===== config.mk =====
export PLATFORM = sky130hd
export DESIGN_NAME = seg7_capture
export DESIGN_NICKNAME = d
export VERILOG_FILES = /design/src/rtl/seg7_capture.sv
export SDC_FILE = /design/constraint.sdc
export NUM_CORES = 1
export LEC_CHECK = 0
export BUFFER_PORTS_ARGS = -buffer_cell sky130_fd_sc_hd__buf_2
export CAP_MARGIN = 20
export CORE_ASPECT_RATIO = 0.75
export CORE_MARGIN = 3
export CORE_UTILIZATION = 40
export CTS_CLUSTER_SIZE = 20
export DETAILED_ROUTE_END_ITERATION = 16
export SLEW_MARGIN = 20
export SYNTH_ARGS = -nofsm -noshare
export SYNTH_HDL_FRONTEND = slang
export SYNTH_SLANG_ARGS = --single-unit

===== constraint.sdc =====
create_clock -name clk -period 8.2 [get_ports clk]
set_input_delay 0.82 -clock clk [delete_from_list [all_inputs] [get_ports clk]]
set_output_delay 0.82 -clock clk [all_outputs]
set_load 0.1 [all_outputs]

===== src/rtl/seg7_capture.sv =====
// Receive-side monitor for a multiplexed active-low 7-segment bus: filters scan
// transitions and latches each stable digit pattern as hex. Optional macro SEG7_CAPTURE_DP_EN.
module seg7_capture #(
    parameter int N_DIGITS    = 4,
    parameter int STABLE_CYC  = 4,
    parameter int TIMEOUT_CYC = 65536
) (
    input  logic                      clk,
    input  logic                      rst,
    input  logic [6:0]                seg_in,
    input  logic [N_DIGITS-1:0]       an_in,
`ifdef SEG7_CAPTURE_DP_EN
    input  logic                      dp_in,
    output logic [N_DIGITS-1:0]       dp_out,
`endif
    input  logic                      err_clr,
    output logic [4*N_DIGITS-1:0]     digit_out,
    output logic [N_DIGITS-1:0]       digit_vld,
    output logic [N_DIGITS-1:0]       digit_blank,
    output logic                      upd,
    output logic [((N_DIGITS > 1) ? $clog2(N_DIGITS) : 1)-1:0] upd_idx,
    output logic                      err_code,
    output logic                      err_multi
);
    localparam int IDX_W = (N_DIGITS > 1) ? $clog2(N_DIGITS) : 1;
    localparam int CNT_W = (STABLE_CYC > 1) ? $clog2(STABLE_CYC) : 1;
    localparam int AGE_W = $clog2(TIMEOUT_CYC + 1);
`ifdef SEG7_CAPTURE_DP_EN
    localparam int PAT_W = N_DIGITS + 8;
`else
    localparam int PAT_W = N_DIGITS + 7;
`endif

    typedef enum logic [1:0] {IDLE = 2'd0, SETTLE = 2'd1, HELD = 2'd2} state_t;

    logic [6:0]          seg_m_q, s_seg;
    logic [N_DIGITS-1:0] an_m_q, s_an;
    logic [PAT_W-1:0]    pat, prev_q;

    // Synchronisers idle at all-ones so reset looks like a dark, deselected bus.
    always_ff @(posedge clk or posedge rst) begin
        if (rst) begin
            seg_m_q <= '1;
            s_seg   <= '1;
            an_m_q  <= '1;
            s_an    <= '1;
        end else begin
            seg_m_q <= seg_in;
            s_seg   <= seg_m_q;
            an_m_q  <= an_in;
            s_an    <= an_m_q;
        end
    end

`ifdef SEG7_CAPTURE_DP_EN
    logic dp_m_q, s_dp;
    always_ff @(posedge clk or posedge rst) begin
        if (rst) begin
            dp_m_q <= 1'b1;
            s_dp   <= 1'b1;
        end else begin
            dp_m_q <= dp_in;
            s_dp   <= dp_m_q;
        end
    end
    assign pat = {s_an, s_dp, s_seg};
`else
    assign pat = {s_an, s_seg};
`endif

    always_ff @(posedge clk or posedge rst) begin
        if (rst) prev_q <= '1;
        else     prev_q <= pat;
    end

    logic             change, all_off, at_target;
    logic [CNT_W-1:0] cnt_q, cnt_d, run;
    state_t           state_q, state_d;
    logic             capture, stable;

    assign change    = (pat != prev_q);
    assign all_off   = &s_an;
    // run is the count of back-to-back identical samples seen so far, minus one.
    assign run       = change ? '0 : cnt_q + 1'b1;
    assign at_target = (run == CNT_W'(STABLE_CYC - 1));

    always_ff @(posedge clk or posedge rst) begin
        if (rst) begin
            state_q <= IDLE;
            cnt_q   <= '0;
        end else begin
            state_q <= state_d;
            cnt_q   <= cnt_d;
        end
    end

    always_comb begin
        state_d = state_q;
        cnt_d   = '0;
        case (state_q)
            IDLE:    if (!all_off) state_d = at_target ? HELD : SETTLE;
            SETTLE:  if (all_off) state_d = IDLE;
                     else if (at_target) state_d = HELD;
            HELD:    if (all_off) state_d = IDLE;
                     else if (change) state_d = at_target ? HELD : SETTLE;
            default: state_d = IDLE;
        endcase
        if (state_d == SETTLE) cnt_d = run;
    end

    always_comb begin
        capture = 1'b0;
        case (state_q)
            IDLE, SETTLE: capture = !all_off && at_target;
            HELD:         capture = !all_off && change && at_target;
            default:      capture = 1'b0;
        endcase
        // Errors track the pattern for as long as it stays stable, so err_clr cannot mask a live fault.
        stable = capture || (state_q == HELD && !change && !all_off);
    end

    logic [3:0]          hex;
    logic                code_ok, is_blank, one_low, cap_ok;
    logic [N_DIGITS-1:0] inv;
    logic [IDX_W-1:0]    idx;

    always_comb begin
        code_ok = 1'b1;
        hex     = 4'h0;
        case (s_seg)
            7'h40: hex = 4'h0;  7'h79: hex = 4'h1;  7'h24: hex = 4'h2;  7'h30: hex = 4'h3;
            7'h19: hex = 4'h4;  7'h12: hex = 4'h5;  7'h02: hex = 4'h6;  7'h78: hex = 4'h7;
            7'h00: hex = 4'h8;  7'h10: hex = 4'h9;  7'h08: hex = 4'hA;  7'h03: hex = 4'hB;
            7'h46: hex = 4'hC;  7'h21: hex = 4'hD;  7'h06: hex = 4'hE;  7'h0E: hex = 4'hF;
            default: code_ok = 1'b0;
        endcase
    end

    assign is_blank = (s_seg == 7'h7F);
    assign inv      = ~s_an;
    assign one_low  = (inv != '0) && ((inv & (inv - 1'b1)) == '0);
    assign cap_ok   = capture && one_low && (code_ok || is_blank);

    always_comb begin
        idx = '0;
        for (int i = 0; i < N_DIGITS; i++)
            if (!s_an[i]) idx = IDX_W'(i);
    end

    for (genvar g = 0; g < N_DIGITS; g++) begin : g_digit
        logic             hit;
        logic [AGE_W-1:0] age_q;
        logic             vld_q, blank_q;
        logic [3:0]       dig_q;

        assign hit = cap_ok && (idx == IDX_W'(g));

        always_ff @(posedge clk or posedge rst) begin
            if (rst) begin
                age_q   <= '0;
                vld_q   <= 1'b0;
                blank_q <= 1'b0;
                dig_q   <= '0;
            end else if (hit) begin
                age_q   <= '0;
                vld_q   <= code_ok;
                blank_q <= is_blank;
                if (code_ok) dig_q <= hex;
            end else begin
                if (age_q != AGE_W'(TIMEOUT_CYC)) age_q <= age_q + 1'b1;
                if (age_q == AGE_W'(TIMEOUT_CYC - 1)) vld_q <= 1'b0;
            end
        end

        assign digit_out[4*g +: 4] = dig_q;
        assign digit_vld[g]        = vld_q;
        assign digit_blank[g]      = blank_q;

`ifdef SEG7_CAPTURE_DP_EN
        logic dp_q;
        always_ff @(posedge clk or posedge rst) begin
            if (rst)      dp_q <= 1'b0;
            else if (hit) dp_q <= ~s_dp;
        end
        assign dp_out[g] = dp_q;
`endif
    end

    logic             upd_q, err_code_q, err_multi_q;
    logic [IDX_W-1:0] upd_idx_q;

    always_ff @(posedge clk or posedge rst) begin
        if (rst) begin
            upd_q       <= 1'b0;
            upd_idx_q   <= '0;
            err_code_q  <= 1'b0;
            err_multi_q <= 1'b0;
        end else begin
            upd_q       <= cap_ok;
            if (cap_ok) upd_idx_q <= idx;
            err_code_q  <= (stable && one_low && !code_ok && !is_blank) || (err_code_q && !err_clr);
            err_multi_q <= (stable && !one_low && !all_off) || (err_multi_q && !err_clr);
        end
    end

    assign upd       = upd_q;
    assign upd_idx   = upd_idx_q;
    assign err_code  = err_code_q;
    assign err_multi = err_multi_q;
endmodule


* Word-level counts from Yosys, hierarchy flattened *
Index checks and enable logic that the tools add are counted.

word-level totals
  register bits = 134
  word-level logic and storage cells = 147
  input port bits = 14

cells by class
  equality and inequality tests = 32
  reduce and logical (&&, ||, !) cells = 49
  add/subtract/negate cells = 6
  mux-type cells = 31
  bitwise operators = 2

operator list
  operator               count
  $mux 17                8
  $add 17x1->17 const B  4
  $eq 17x16->1 const B   4
  $ne 17x17->1 const B   4
  $pmux 4 s15            1
  $eq 7x7->1 const B     5
  $eq 7x5->1 const B     3
  $eq 7x6->1 const B     3
  $mux 2                 10
  $logic_and 1x1->1      19
  $reduce_bool 2->1      8
  $reduce_or 16->1       1
  $eq 7x2->1 const B     2
  $eq 7x4->1 const B     2
  $ne 11x11->1           1
  $mux 1                 10
  $eq 2x2->1 const B     4
  $reduce_and 2->1       4
  $eq 7x3->1 const B     1
  $logic_not 7->1        1
  $eq 2x1->1 const B     3
  $logic_not 1->1        6
  $pmux 2 s3             1
  $and 4x4->4            1
  10 further kinds       14

* Logic depth before layout (Yosys ltp) *
Gate-level depths: netlist of the first run.

  depth in word-level cells = 10
  mapped depth = 9
  depth with buffers taken out = 9

* Worst setup path before layout of the first run *
Ideal clock, no wire load.

  path type = register to register
  from = register s_an[2]
  to = register g_digit[0].dig_q[3]
  path buffers = 2
  slack = 5729 ps
  stages on the path, launching flop included = 9
  arrival time = 2345 ps
  cells stage by stage = dfstp_2 buf_6 xor2_2 nor4_4 nand3_4 or4_4 buf_6 or2_4 mux2_4

on the way
  longest elaborated chain between the ends = 9
  elaborated cells on any way between the ends = 22
  classes of those cells = add/sub (1); eq/ne (2); mux (4); bitwise (2); reduce/logical (13)

RTL lines
  element                                                 RTL line  source
  start: declaration                                      37        logic [N_DIGITS-1:0] an_m_q, s_an;
  start signal: assignment                                51        s_an <= an_m_q;
  $not 4->4, or another cell as far along                 140       assign inv = ~s_an;
  $sub 4x1->4, or another cell as far along               141       assign one_low = (inv != '0) && ((inv & (inv - 1'b1)) == '0);
  $and 4x4->4, or another cell as far along               141
  $logic_not 4->1, or another cell as far along           141
  $logic_and 1x1->1 / $pmux 1 s2 (equally long branches)  141, 113
  $logic_and 1x1->1 (2 in series)                         142       assign cap_ok = capture && one_low && (code_ok || is_blank);
  $logic_and 1x1->1 *                                     156       assign hit = cap_ok && (idx == IDX_W'(g));
  $reduce_and 2->1 (no source line) *                     --
  end signal: assignment                                  163       dig_q <= '0;
  end signal: assignment                                  168       if (code_ok) dig_q <= hex;
  end: declaration                                        154       logic [3:0] dig_q;

Mark *: on every way between the ends. The rest lies on a longest branch, timed or not.
A chain may end at the register's enable or synchronous reset.

* Worst setup path after layout of the first run *
  from = register s_an[3]
  to = register g_digit[1].age_q[8]

on the way
  longest elaborated chain between the ends = 9
  elaborated cells on any way between the ends = 22
  classes of those cells = add/sub (1); eq/ne (3); mux (4); bitwise (2); reduce/logical (12)

RTL lines
  element                                                 RTL line  source
  $not 4->4, or another cell as far along                 140
  $sub 4x1->4, or another cell as far along               141
  $and 4x4->4, or another cell as far along               141
  $logic_not 4->1, or another cell as far along           141
  $logic_and 1x1->1 / $pmux 1 s2 (equally long branches)  141, 113
  $logic_and 1x1->1 (2 in series)                         142
  $logic_and 1x1->1 *                                     156
  $mux 17 / $reduce_bool 2->1 (equally long branches)     --
  end signal: assignment                                  170       if (age_q != AGE_W'(TIMEOUT_CYC)) age_q <= age_q + 1'b1;
  end: declaration                                        152       logic [AGE_W-1:0] age_q;

Marked as above.

==> out/metrics.yaml, run 1 <==
status:
  outcome: "completed"
drt:
  met3WireLength_um: 607
  wl_um: 12400
  route.detailed.drc: 0
  ant_nets: 0
  vias_per_cell: 5.07
  dr.max_layer_used: "met4"
  drt-initial-drc-count: 191
  met1_length_um: 6080
  drtPass1Iterations: 4
  vias: 4252
  wire_per_inst_um: 14.8
  wl_met2_um: 5660
grt:
  grt-ovfl-total: 0
  grt_pass1_wl_um: 21100
  track_usage: 0.155
  grt_max_degree: 70
  grt_pass1_vias: 4142
  antenna_found_initial: 0
clocking:
  cts-root-buf: "clkbuf_16"
  tritoncts: "yes"
  clkLatencyLatePin_ns: 0.41
  hold_buffers: 0
  clock_path_buffers: 2
  clk_pin_slew_ns: 0.05
  cts_resized: 0
  clock_sinks: 134
  numCtsBuffers: 17
  cts_max_level: 4
  postCtsSetupBuffers: 0
synthesis:
  yosys.cell_count.top_type: "dfrtp_1"
  syn_area_mm2: 0.00628
  ys_top_cells_by_area: "dfrtp_1 40%, dfstp_2 14%, xor2_1 6.6%, nor2_1 5.1%, xnor2_1 3.5%"
  yosys.area.top_type: "dfrtp_1"
  synthCells: 590
  ys_seq_area_frac: 0.541
  syn_area_per_cell_um2: 10.6
  synth_fp_nets: 616
  synthArstFlopShare: 1.00
  yosysUniqueCellTypes: 59
  synth_edf_count: 0
  synth_seq_cells: 134
  ys.flop_type: "dfrtp_1"
  synthTopCellsByCount: "101 x dfrtp_1, 86 x nor2_1, 47 x xor2_1"
  synth_top_area_frac: 0.403
  synth_warnings: 0
final_layout:
  num-nets-final: 652
  layout-drive-gt1-share: 0.197
  fillerInstances: 1333
  synthToLayoutAreaGrowth_pct: 14.4
  diodes: 0
  postLayoutCoreUtil: 0.482
setup_path:
  crit_arrival_ns: 3.09
  worst-r2r-cell-count: 6
  cp_cell_sequence: "xor2_1 > nor4_2 > nand3_4 > or4_1 > nor2_2 > nor2_1"
  crit_fanout: 17
  critPathCaptureType: "flop"
  reg2reg_to: "g_digit[1].age_q[8]$_DFFE_PP0P_"
  worst-setup-path-type: "flop to flop"
  start_kind: "flop"
  r2r-start: "s_an[3]$_DFF_PP1_"
  reg2reg_slack_ns: 5.37
  slowest_stage: "dfstp_2"
  worstPathRequired_ns: 8.46
  crit_path_max_incr_delay_ns: 0.66
worst_hold_path:
  min_path_type: "flop to flop"
  hp-start: "an_m_q[1]$_DFF_PP1_"
  whs_endpoint: "s_an[1]$_DFF_PP1_"
  whs_path_depth: 0
sta:
  hold_violations: 0
  period_share: 0.345
  finalClockSkew_ns: 0.0110
  maxSlewViolCount: 0
  rsz0062_at_grt: "false"
  final.setup.tns_ns: 0
  fmax_ghz: 0.354
  period_needed_ns: 2.83
  worst-slew-pin-transition_ns: 0.885
  slew_headroom: 0.406
  finalSetupViolCount: 0
placed_design:
  gp_congestion: 0.820
  dp_hpwl_um: 8450
  port_buffers: 42
die:
  rows: 38
  design.die.area_mm2: 0.0172
  fp.dieH_um: 114
  coreArea_mm2: 0.0149
  pin_count: 43
  start_util: 0.422
  chipWidth_um: 151
power:
  p_leak_nw: 3.28
  ir_drop_mv: 0.136
  powerDensity_mw_per_mm2: 208
run:
  cap_viol_max_count: 0
==> routing by layer <==
metal,vias up,global-route usage
li1,2080,-
met1,2081,0.221
met2,80,0.235
met3,11,0.0384
met4,0,0.0471
met5,-,0
==> placed cells by master (no fill, tap or decap), drive strengths merged, types with 25 or more instances in the layout <==
cell and count:
buf 43, dfrtp 101, dfstp 33, inv 25, nand2 34, nand3 29
nor2 89, o21ai 28, xnor2 25, xor2 48
==> kinds of logic after synthesis <==
kind of cell / synth area share
DFF: 0.541
adders and majority gates: 0.0239
muxes: 0.0167
xor gates and xnor gates: 0.103
AOI/OAI and AO/OA: 0.0644
buffers and inverters: 0.0411
and+or+nand+nor: 0.210
==> metrics by stage <==
| stage | area, µm² | power (mW) | instances | setup WS, ns | hold slack [ns] |
|---|---|---|---|---|---|
| after floorplan | 6280 | 0.728 | 590 | 3.85 | 0.345 |
| after global placement | 6580 | 0.740 | 807 | 5.42 | 0.347 |
| after CTS | 7180 | 1.51 | 839 | 5.34 | 0.354 |
| after global routing | 7180 | 1.55 | 839 | 5.10 | 0.359 |
| final | 7180 | 1.49 | 839 | 5.37 | 0.355 |
| after detailed placement | 6580 | 0.741 | 807 | 5.35 | 0.347 |
==> critical path, delay by kind of cell (launching register included) <==
kind          cells  cell delay [ns]
xor+xnor          1             0.12
flops             1             0.66
simple gates      5             1.90
==> sequential cells by signal, indices dropped and copies added, names as in the netlist, 4 cells and up <==
register and count:
g_digit.age_q 68, g_digit.dig_q 16, prev_q 11, s_seg 7, seg_m_q 7, an_m_q 4, g_digit.blank_q 4, g_digit.vld_q 4
s_an 4
==> how the worst max path moves through the flow <==
stage	slack, ns	to	startpoint	cells past startpoint
final	5.37	g_digit[1].age_q[8]$_DFFE_PP0P_	s_an[3]$_DFF_PP1_	6
after global routing	5.10	g_digit[1].age_q[11]$_DFFE_PP0P_	s_seg[3]$_DFF_PP1_	6
after CTS	5.34	g_digit[1].age_q[8]$_DFFE_PP0P_	s_seg[4]$_DFF_PP1_	6
after detailed placement	5.35	g_digit[1].age_q[5]$_DFFE_PP0P_	s_seg[4]$_DFF_PP1_	6
after global placement	5.42	g_digit[3].age_q[3]$_DFFE_PP0P_	s_seg[3]$_DFF_PP1_	6
after floorplan	3.85	cnt_q[0]$_DFF_PP0_	rst	1
==> area by class of cell <==
class,count,area (µm²),area share
Multi-Input combinational cell,405,2620,0.366
Tap cell,200,250,0.0349
Timing Repair Buffer,43,218,0.0303
Inverter,25,96.3,0.0134
Clock inverter,10,130,0.0181
Sequential cell,134,3390,0.473
Clock buffer,22,464,0.0647
==> where the power goes <==
group / leakage [nW] / switching (mW) / internal (mW)
clock: 0.290 / 0.271 / 0.491
combinational: 1.30 / 0.0268 / 0.0125
sequential: 1.70 / 0.0126 / 0.677
No activity file was read; power rests on OpenSTA's default activity.
==> run 2: changes to the inputs <==
- clock period: 8.2 -> 2.9 ns (I/O delays scaled with it)
==> run 2 against run 1 <==
  * Global-route usage is 0.82 points higher
  * Via count rose by 3.0%
  * Sequential power rose to 2.8 times the previous value
  * Clock skew fell by 0.0021 ns
  * Design area up 3.4%
  * Die area is the same
==> out/metrics.yaml, run 2 (synthesized netlist as in run 1, its figures left out) <==
status:
  outcome: "completed"  # unchanged
setup_path:
  r2r-start: "s_seg[6]$_DFF_PP1_"  # was s_an[3]$_DFF_PP1_
  crit_fanout: 14  # was 17
  critPathCaptureType: "flop"  # unchanged
  worst-r2r-cell-count: 6  # unchanged
  crit_path_end: "g_digit[0].dig_q[3]$_DFFE_PP0P_"  # was g_digit[1].age_q[8]$_DFFE_PP0P_
  start_kind: "flop"  # unchanged
  worst-setup-path-type: "flop to flop"  # unchanged
  crit_start: "s_seg[6]$_DFF_PP1_"  # was s_an[3]$_DFF_PP1_
  crit_arrival_ns: 2.97  # was 3.09 ns
  reg2reg_to: "g_digit[0].dig_q[3]$_DFFE_PP0P_"  # was g_digit[1].age_q[8]$_DFFE_PP0P_
  reg2reg_slack_ns: 0.23  # was 5.37 ns
  worstPathRequired_ns: 3.20  # was 8.46 ns
drt:
  vias: 4378  # was 4,252
  wire_per_inst_um: 15.0  # was 14.8 µm
  wl_um: 13100  # was 12,400 µm
  ant_nets: 0  # unchanged
  vias_per_cell: 5.04  # was 5.07
  route.detailed.drc: 0  # unchanged
  drtPass1Iterations: 4  # unchanged
  drt-initial-drc-count: 252  # was 191
clocking:
  tritoncts: "yes"  # unchanged
  cts-root-buf: "clkbuf_16"  # unchanged
  numCtsBuffers: 17  # unchanged
  cts_resized: 0  # unchanged
  clock_path_buffers: 2  # unchanged
  clock_sinks: 134  # unchanged
  clk_pin_slew_ns: 0.06  # was 0.05 ns
  cts_max_level: 4  # unchanged
  clkLatencyLatePin_ns: 0.41  # about the same
final_layout:
  num-nets-final: 681  # was 652
  top_regs: "g_digit.age_q (68), g_digit.dig_q (16), prev_q (11)"  # unchanged
  diodes: 0  # unchanged
  stdcell_count: 868  # was 839
  largest_register_ffs: 68  # unchanged
  multi_input_area_mm2: 0.00262  # unchanged
  final_common_cell: "dfrtp_1"  # unchanged
  layout-drive-gt1-share: 0.219  # was 0.197
  postLayoutCoreUtil: 0.499  # was 0.482
  synthToLayoutAreaGrowth_pct: 18.3  # was 14.4%
  seq_area_mm2: 0.00339  # unchanged
  most-common-layout-cells: "101 x dfrtp_1, 86 x nor2_1, 47 x xor2_1"  # unchanged
  fillerInstances: 1322  # was 1,333
  top_register: "g_digit.age_q"  # unchanged
power:
  switching_share: 0.237  # was 0.208
  powerDensity_mw_per_mm2: 564  # was 208 mW/mm²
  pwr-share-comb: 0.035  # was 0.026
  p_int_mw: 3.19  # was 1.18 mW
  ir_drop_mv: 0.303  # was 0.136 mV
  pwr-share-seq: 0.465  # was 0.463
  p_leak_nw: 3.41  # was 3.28 nW
  power.switching_mw: 0.993  # was 0.310 mW
  clockPowerShare: 0.500  # was 0.511
grt:
  antenna_found_initial: 0  # unchanged
  track_usage: 0.163  # was 0.155
  grt-ovfl-total: 0  # unchanged
  grt_max_degree: 45  # was 70
  grt_pass1_vias: 4355  # was 4,142
  grt_pass1_wl_um: 22200  # was 21,100 µm
die:
  fp.dieH_um: 114  # unchanged
  chipWidth_um: 151  # unchanged
  pin_count: 43  # unchanged
  start_util: 0.422  # unchanged
  coreArea_mm2: 0.0149  # unchanged
  design.die.area_mm2: 0.0172  # unchanged
  rows: 38  # unchanged
placed_design:
  port_buffers: 42  # unchanged
  place_inst: 823  # was 807
  gp_congestion: 0.834  # was 0.820
  dp_hpwl_um: 9230  # was 8450 µm
sta:
  hold_ws_ns: 0.0937  # was 0.355 ns
  finalClockSkew_ns: 0.00885  # was 0.0110 ns
  hold_violations: 0  # unchanged
  rsz0062_at_grt: "false"  # unchanged
  worst-slew-pin-transition_ns: 0.762  # was 0.885 ns
  finalSetupViolCount: 0  # unchanged
  fmax_ghz: 0.374  # was 0.354 GHz
  maxSlewViolCount: 0  # unchanged
  period_needed_ns: 2.67  # was 2.83 ns
  slew_headroom: 0.486  # was 0.406
  period_share: 0.921  # was 0.345
  final.setup.tns_ns: 0  # unchanged
worst_hold_path:
  min_path_type: "input port to flop"  # was flop to flop
run:
  cap_viol_max_count: 0  # unchanged
[run 2: worst min-delay path by stage]
stage                               from             endpoint  slack (ns)  depth (start not counted)
floorplan                       an_in[0]  an_m_q[0]$_DFF_PP1_        0.29                          0
global placement    seg_m_q[0]$_DFF_PP1_   s_seg[0]$_DFF_PP1_        0.35                          0
CTS                              err_clr   err_code$_DFF_PP0_        0.08                          2
finish                           err_clr   err_code$_DFF_PP0_        0.09                          2
detailed placement  seg_m_q[1]$_DFF_PP1_   s_seg[1]$_DFF_PP1_        0.35                          0
global route                     err_clr   err_code$_DFF_PP0_        0.08                          2
[run 2: power by group through the flow]
stage	clock, mW	sequential [mW]	combinational (mW)
floorplan	0	1.96	0.102
global placement	0	1.98	0.132
detailed placement	0	1.98	0.134
CTS	2.14	1.95	0.146
global route	2.23	1.95	0.165
finish	2.09	1.95	0.146
[run 2: per-layer routing]
layer	routed length, µm	GRT usage	share of wire
met1	6590	0.237	0.50
met2	5800	0.241	0.44
met3	573	0.0451	0.044
met4	87	0.0453	0.0067
met5	0	0	0
[run 2: cell type report]
| type | count | share of cell area |
|---|---|---|
| multi-input cells | 405 | 0.353 |
| flip-flops and latches | 134 | 0.457 |
| clock inverters | 13 | 0.0140 |
| clock buffers | 19 | 0.0640 |
| repair buffers | 72 | 0.0644 |
| well taps | 200 | 0.0337 |
| inverters | 25 | 0.0131 |
[run 2: what timing repair did]
item,in CTS,in global routing
endpoints found under the hold margin,11,8
buffers inserted,0,0
endpoints found under the setup margin,0,0
hold buffers,11,1
[run 2: through the flow]
| stage | power [mW] | worst slack (ns) | instance area, µm² |
|---|---|---|---|
| final | 4.18 | 0.230 | 7420 |
| after global routing | 4.34 | 0.0982 | 7420 |
| after CTS | 4.23 | 0.229 | 7390 |
| after detailed placement | 2.11 | 0.236 | 6700 |
| after global placement | 2.11 | 0.284 | 6700 |
| after floorplan | 2.06 | 0.429 | 6280 |
[run 2: worst max-delay path, cell delays in order, from the launching register on]
cell,delay (ns)
dfstp_2,0.69
xor2_1,0.12
nor3_1,0.35
nand3_4,0.20
or4_4,0.59
or2_4,0.31
mux2_4,0.29
